$ cat src/rtl/timer_pkg.sv
// Shared types and frame constants for the timer scheduler.
package timer_pkg;

    typedef enum logic [2:0] {
        IDLE,
        SEND,
        CHECK,
        WAIT,
        ACK,
        RECOVER
    } state_t;

    localparam logic [3:0] FRAME_HDR = 4'b1101;
    localparam int         FRAME_LEN = 9;
    localparam int         DELAY_W   = 4;

    // Bit idx (0 = first on the wire) of the trigger frame {header, spacer, code}.
    function automatic logic frame_bit(input logic [DELAY_W-1:0] code, input logic [3:0] idx);
        logic [FRAME_LEN-1:0] frame;
        frame = {FRAME_HDR, 1'b0, code} << idx;
        return frame[FRAME_LEN-1];
    endfunction

endpackage

$ cat src/rtl/rr_arbiter.sv
// Round-robin pick: first set request at or after ptr, wrapping around.
module rr_arbiter #(
    parameter int N = 4
) (
    input  logic [N-1:0]         req,
    input  logic [$clog2(N)-1:0] ptr,
    output logic                 gnt_valid,
    output logic [$clog2(N)-1:0] gnt_idx
);

    localparam int IW = $clog2(N);

    int idx;

    // Scan requesters starting at the priority pointer; the first hit wins.
    always_comb begin
        gnt_valid = 1'b0;
        gnt_idx   = '0;
        idx       = 0;
        for (int k = 0; k < N; k++) begin
            idx = (int'(ptr) + k) % N;
            if (!gnt_valid && req[IW'(idx)]) begin
                gnt_valid = 1'b1;
                gnt_idx   = IW'(idx);
            end
        end
    end

endmodule

$ cat src/rtl/timer_scheduler.sv
// Shares one serial-triggered delay timer among N requesters: arbitrates,
// sends the trigger frame, supervises start/done and reports per requester.
module timer_scheduler #(
    parameter int N        = 4,
    parameter int START_TO = 4
) (
    input  logic                 clk,
    input  logic                 reset,
    input  logic [N-1:0]         req,
    input  logic [4*N-1:0]       req_delay,
    output logic [N-1:0]         done_o,
    output logic [N-1:0]         err_o,
    output logic                 busy,
    output logic [$clog2(N)-1:0] grant_id,
    output logic                 tmr_data,
    output logic                 tmr_ack,
    input  logic                 tmr_counting,
    input  logic                 tmr_done
);

    import timer_pkg::*;

    localparam int IW = $clog2(N);
    localparam int TW = $clog2(START_TO) + 1;

    state_t               state_q, state_d;
    logic [3:0]           bit_cnt_q, bit_cnt_d;
    logic [TW-1:0]        to_cnt_q, to_cnt_d;
    logic [IW-1:0]        ptr_q, ptr_d;
    logic [IW-1:0]        gid_q, gid_d;
    logic [DELAY_W-1:0]   delay_q, delay_d;
    logic                 data_q, data_d;
    logic                 ack_q, ack_d;
    logic                 busy_q, busy_d;
    logic [N-1:0]         done_q, done_d;
    logic [N-1:0]         err_q, err_d;

    logic                 gnt_valid;
    logic [IW-1:0]        gnt_idx;
    logic [DELAY_W-1:0]   gnt_delay;

    rr_arbiter #(.N(N)) u_arb (
        .req       (req),
        .ptr       (ptr_q),
        .gnt_valid (gnt_valid),
        .gnt_idx   (gnt_idx)
    );

    // Select the winning requester's delay nibble.
    always_comb begin
        gnt_delay = '0;
        for (int i = 0; i < N; i++) begin
            if (gnt_idx == IW'(i)) begin
                gnt_delay = req_delay[i*DELAY_W +: DELAY_W];
            end
        end
    end

    // Next-state logic; outputs are computed one cycle ahead and registered.
    always_comb begin
        state_d   = state_q;
        bit_cnt_d = bit_cnt_q;
        to_cnt_d  = to_cnt_q;
        ptr_d     = ptr_q;
        gid_d     = gid_q;
        delay_d   = delay_q;
        data_d    = 1'b0;
        ack_d     = 1'b0;
        done_d    = '0;
        err_d     = '0;
        unique case (state_q)
            IDLE: begin
                if (gnt_valid) begin
                    state_d   = SEND;
                    gid_d     = gnt_idx;
                    delay_d   = gnt_delay;
                    ptr_d     = (gnt_idx == IW'(N-1)) ? '0 : gnt_idx + 1'b1;
                    bit_cnt_d = '0;
                    data_d    = frame_bit(gnt_delay, 4'd0);
                end
            end
            SEND: begin
                if (bit_cnt_q == 4'(FRAME_LEN-1)) begin
                    state_d  = CHECK;
                    to_cnt_d = '0;
                end else begin
                    bit_cnt_d = bit_cnt_q + 4'd1;
                    data_d    = frame_bit(delay_q, bit_cnt_d);
                end
            end
            CHECK: begin
                if (tmr_counting) begin
                    state_d = WAIT;
                end else if (to_cnt_q == TW'(START_TO-1)) begin
                    state_d = RECOVER;
                    err_d   = N'(1) << gid_q;
                end else begin
                    to_cnt_d = to_cnt_q + 1'b1;
                end
            end
            WAIT: begin
                if (tmr_done) begin
                    state_d = ACK;
                    ack_d   = 1'b1;
                    done_d  = N'(1) << gid_q;
                end
            end
            ACK: begin
                state_d = RECOVER;
            end
            RECOVER: begin
                if (!tmr_done) begin
                    state_d = IDLE;
                end
            end
            default: state_d = IDLE;
        endcase
        busy_d = (state_d != IDLE);
    end

    // Control and output registers; reset abandons any service silently.
    always_ff @(posedge clk) begin
        if (reset) begin
            state_q   <= IDLE;
            bit_cnt_q <= '0;
            to_cnt_q  <= '0;
            ptr_q     <= '0;
            gid_q     <= '0;
            data_q    <= 1'b0;
            ack_q     <= 1'b0;
            busy_q    <= 1'b0;
            done_q    <= '0;
            err_q     <= '0;
        end else begin
            state_q   <= state_d;
            bit_cnt_q <= bit_cnt_d;
            to_cnt_q  <= to_cnt_d;
            ptr_q     <= ptr_d;
            gid_q     <= gid_d;
            data_q    <= data_d;
            ack_q     <= ack_d;
            busy_q    <= busy_d;
            done_q    <= done_d;
            err_q     <= err_d;
        end
    end

    // Delay code latched at grant; only meaningful while a service is active.
    always_ff @(posedge clk) begin
        delay_q <= delay_d;
    end

    assign done_o   = done_q;
    assign err_o    = err_q;
    assign busy     = busy_q;
    assign grant_id = gid_q;
    assign tmr_data = data_q;
    assign tmr_ack  = ack_q;

endmodule

$ cat config.mk
export PLATFORM = sky130hd
export DESIGN_NAME = timer_scheduler
export DESIGN_NICKNAME = d
export VERILOG_FILES = /design/src/rtl/timer_pkg.sv /design/src/rtl/rr_arbiter.sv /design/src/rtl/timer_scheduler.sv
export SDC_FILE = /design/constraint.sdc
export NUM_CORES = 1
export LEC_CHECK = 0
export BUFFER_PORTS_ARGS = -buffer_cell sky130_fd_sc_hd__buf_2
export CAP_MARGIN = 40
export CORE_ASPECT_RATIO = 0.75
export CORE_UTILIZATION = 35
export DETAILED_ROUTE_END_ITERATION = 16
export PLACE_DENSITY_LB_ADDON = 0.25
export SYNTH_ARGS = -nofsm -noshare
export SYNTH_HDL_FRONTEND = slang
export SYNTH_SLANG_ARGS = --single-unit
$ cat constraint.sdc
create_clock -name clk -period 4.7 [get_ports clk]
set_clock_uncertainty 0.15 [all_clocks]
set_input_delay 0.235 -clock clk [delete_from_list [all_inputs] [get_ports clk]]
set_output_delay 0.235 -clock clk [all_outputs]
set_load 0.03 [all_outputs]
==> summary.txt <==
Synth
  – Post-synth EDFFs: 4
  – Post-Synthesis Cells: 172
  – #FFs+latches synth: 29
  – Sequential share of the synthesized area: 39.6%
  – Mean instance size in the synthesized netlist: 9.11 um2
  – Commonest register cell after synthesis: sky130_fd_sc_hd__dfxtp_1
  – Post-synthesis net count: 205
  – Synth Cell Area: 0.00157 mm2
  – Ys async rst share: 0%
  – Post-synthesis cell type count: 46
  – Number of warning messages in the yosys log: 0

Setup path
  – Required time reported for the critical path endpoint: 4.57 ns
  – Cell depth of the worst flop-to-flop path: 10
  – Flop-to-flop setup slack: about 2.3 ns
  – Critical Path Fanout Max: 6
  – Endpoint of the lowest-slack register-to-register path: delay_q[3]
  – Worst setup path category: flop to flop
  – Critical path data arrival time: 2.27 ns
  – Worst reg2reg path startpoint: ptr_q[1]
  – Critical Path Sink Type: flop
  – Startpoint types: flop

STA
  – RSZ-0062 raised after global routing: false
  – Maximum frequency from static timing analysis: 0.416 GHz
  – Final-layout setup total negative slack: 0 ns
  – Share of the cycle needed by the critical path after routing: around half
  – Worst-margin pin slew: slightly above 0.6 ns
  – Pins Over Slew Limit: 0
  – Final Critical Period: ~2.4 ns
  – Final count of hold timing violations: 0
  – Max-slew headroom at the worst pin: 58.3%
  – Final number of setup-violating endpoints: 0

CTS
  – TritonCTS clock tree: yes
  – # Post-CTS Setup Buffers: 0
  – Root Driver: sky130_fd_sc_hd__clkbuf_8
  – Sink Count: 29
  – Cts bufs inserted: 5
  – Deepest clock path buffer count: 2
  – Clock-pin slew on the worst setup and hold paths: 0.06 ns
  – Htree depth: 2
  – Number of gates resized after CTS: 0
  – Worst skew pair latency: about 0.27 ns
  – Hold_buf cts: 0

Power and ir drop
  – Power Internal: 443 uW
  – Worst VDD drop: 0.000229 V
  – Flop pwr share: between 40% and 50%
  – Leakage Power: 0.791 nW
  – Net switching power: 167 uW
  – Share of power burned in the clock network: 33.7%
  – Share of power burned in combinational logic: 19.4%
  – Switching Fraction: 27.4%
  – Power per cell area: 328 mW/mm2

Global route
  – Global-route met1 utilization: 19.0%
  – Wire length of the first global-routing pass: 5140 um
  – Maximum number of pins on one net before global-route repair: 17
  – Busiest layer in global routing: met2
  – Overall track demand over capacity in global routing: 14.1%
  – Total grt overflow: 0
  – Met3 Use GR: under 10%
  – Via count of the first global-routing pass: about 1,100
  – Initial antenna violation count: 0
  – Met2 GRT Util: 21.2%

Detailed routing
  – Final wirelength: 2960 um
  – First-pass detailed-route iteration total: 4
  – Vias/cell: 4.78
  – Average wire per cell in the routed design: 11.2 um
  – Post-detailed-route count of antenna-violating nets: 0
  – First-iteration detailed-routing DRC count: 67
  – Via Count: 1,267
  – Drt drc: 0

Die
  – I/O Pins: 37
  – Die Span X: between 70 and 80 um
  – Number of cell rows: 20
  – Die Outline Area: approximately 0.0048 mm2
  – Die Y-Extent: about 60 um
  – Initial Utilization: 37.5%
  – Core area: 0.00418 mm2

Layout
  – Antenna diodes: 0
  – Synth-to-Final Area Change: 18.6%
  – Layout cells sized above 1: 26.7%
  – Nets: between 200 and 250
  – Layout Utilization: 44.5%

Min path
  – Type of the most critical hold path: primary input to flop
  – Number of stages on the worst hold path: 3
  – Launch instance of the worst min-delay path: req_delay[13]
  – Destination of the worst hold path: delay_q[1]

Run status
  – Run status: completed

Run
  – Count of maximum capacitance violations: 0

Placed design
  – Post-detailed-placement half-perimeter wirelength: 2240 um
  – Buffers on Ports: 36
  – RD Place Congestion: approximately 0.77
critical path, cell delays in order, from the launching register on:
cell	delay [ns]
sky130_fd_sc_hd__dfxtp_1	0.43
sky130_fd_sc_hd__mux2i_1	0.21
sky130_fd_sc_hd__nor2_1	0.06
sky130_fd_sc_hd__a311oi_2	0.40
sky130_fd_sc_hd__inv_1	0.12
sky130_fd_sc_hd__ha_1	0.23
sky130_fd_sc_hd__nor2b_1	0.16
sky130_fd_sc_hd__a22oi_1	0.16
sky130_fd_sc_hd__nor2_1	0.06
sky130_fd_sc_hd__a21oi_1	0.11
sky130_fd_sc_hd__o21ai_0	0.08
sequential cells by signal, indices dropped and copies added (netlist names), 2 cells and up:
signal / flops
state_q: 3
delay_q: 4
done_o: 4
bit_cnt_q: 4
grant_id: 2
err_o: 4
to_cnt_q: 3
ptr_q: 2
final cells by class:
| cell class | count | area (um2) |
|---|---|---|
| repair buffers | 36 | 180 |
| inverters | 12 | 45.0 |
| fillers | 411 | 2320 |
| flip-flops and latches | 29 | 621 |
| multi-input cells | 125 | 853 |
| well taps | 55 | 68.8 |
| clock buffers | 8 | 90.1 |
through the flow:
stage	power (mW)	std cells	hold WS, ns	setup WS (ns)	cell area, um2
after floorplan	0.379	172	0.162	2.50	1570
after global placement	0.410	257	0.317	2.36	1770
after detailed placement	0.410	257	0.315	2.29	1770
after CTS	0.617	265	0.0863	2.29	1860
after global routing	0.647	265	0.0942	2.08	1860
final	0.609	265	0.0890	2.30	1860
worst max path at each step:
| stage | start | slack, ns | to |
|---|---|---|---|
| 6_report | ptr_q[1] | 2.30 | delay_q[3] |
| 4_1_cts | ptr_q[1] | 2.29 | delay_q[3] |
| 3_5_place_dp | ptr_q[1] | 2.29 | delay_q[3] |
| 5_1_grt | ptr_q[1] | 2.08 | delay_q[1] |
| 3_3_place_gp | ptr_q[1] | 2.36 | delay_q[1] |
| 2_1_floorplan | ptr_q[1] | 2.50 | delay_q[0] |
power by group through the flow:
| stage | Combinational, mW | Clock (mW) | Sequential, mW |
|---|---|---|---|
| after floorplan | 0.0863 | 0 | 0.293 |
| after detailed placement | 0.119 | 0 | 0.291 |
| after CTS | 0.120 | 0.212 | 0.286 |
| after global routing | 0.135 | 0.224 | 0.288 |
| final | 0.118 | 0.205 | 0.285 |
| after global placement | 0.119 | 0 | 0.291 |
per-layer routing:
metal  part of all wire, %  vias to the layer above
met5                     0                        -
met4                  0.44                        0
met3                   5.2                        2
met2                    41                       25
met1                    53                      561
li1                      -                      679
cells by family after synthesis:
family | share of synthesized area (%)
AOI/OAI and AO/OA | 17.6
adders and majority gates | 7.19
buffers and inverters | 5.91
DFF | 39.6
muxes | 4.55
and+or+nand+nor | 25.2
cells in the mapped netlist, drive strengths merged, types with 3 or more instances:
cell | count | area [um2]
o21ai | 9 | 45.0
nand3 | 3 | 15.0
dfxtp | 25 | 500
buf | 5 | 43.8
nand3b | 3 | 22.5
mux2i | 6 | 60.1
nor2 | 25 | 104
edfxtp | 4 | 120
inv | 12 | 45.0
nor2b | 6 | 47.5
nor3 | 5 | 46.3
ha | 9 | 113
nand2 | 14 | 52.6
a21oi | 16 | 83.8
a22oi | 3 | 22.5
cell usage in the layout, fill, tap and decap left out, drive strengths merged, types with 2 or more instances in the layout:
cell type  Yosys  routed
o21ai          9       9
nand3b         3       3
clkbuf         1       8
nor3           5       5
nand2b         2       2
nand4          2       2
a22oi          3       3
edfxtp         4       4
nand2         14      14
nor2          25      25
buf            5      36
a21oi         16      16
ha             9       9
inv           12      12
a211oi         2       2
and2           2       2
nor2b          6       6
mux2i          6       6
nand3          3       3
dfxtp         25      25
a311oi         2       2
Power figures use the tool's default switching activity.
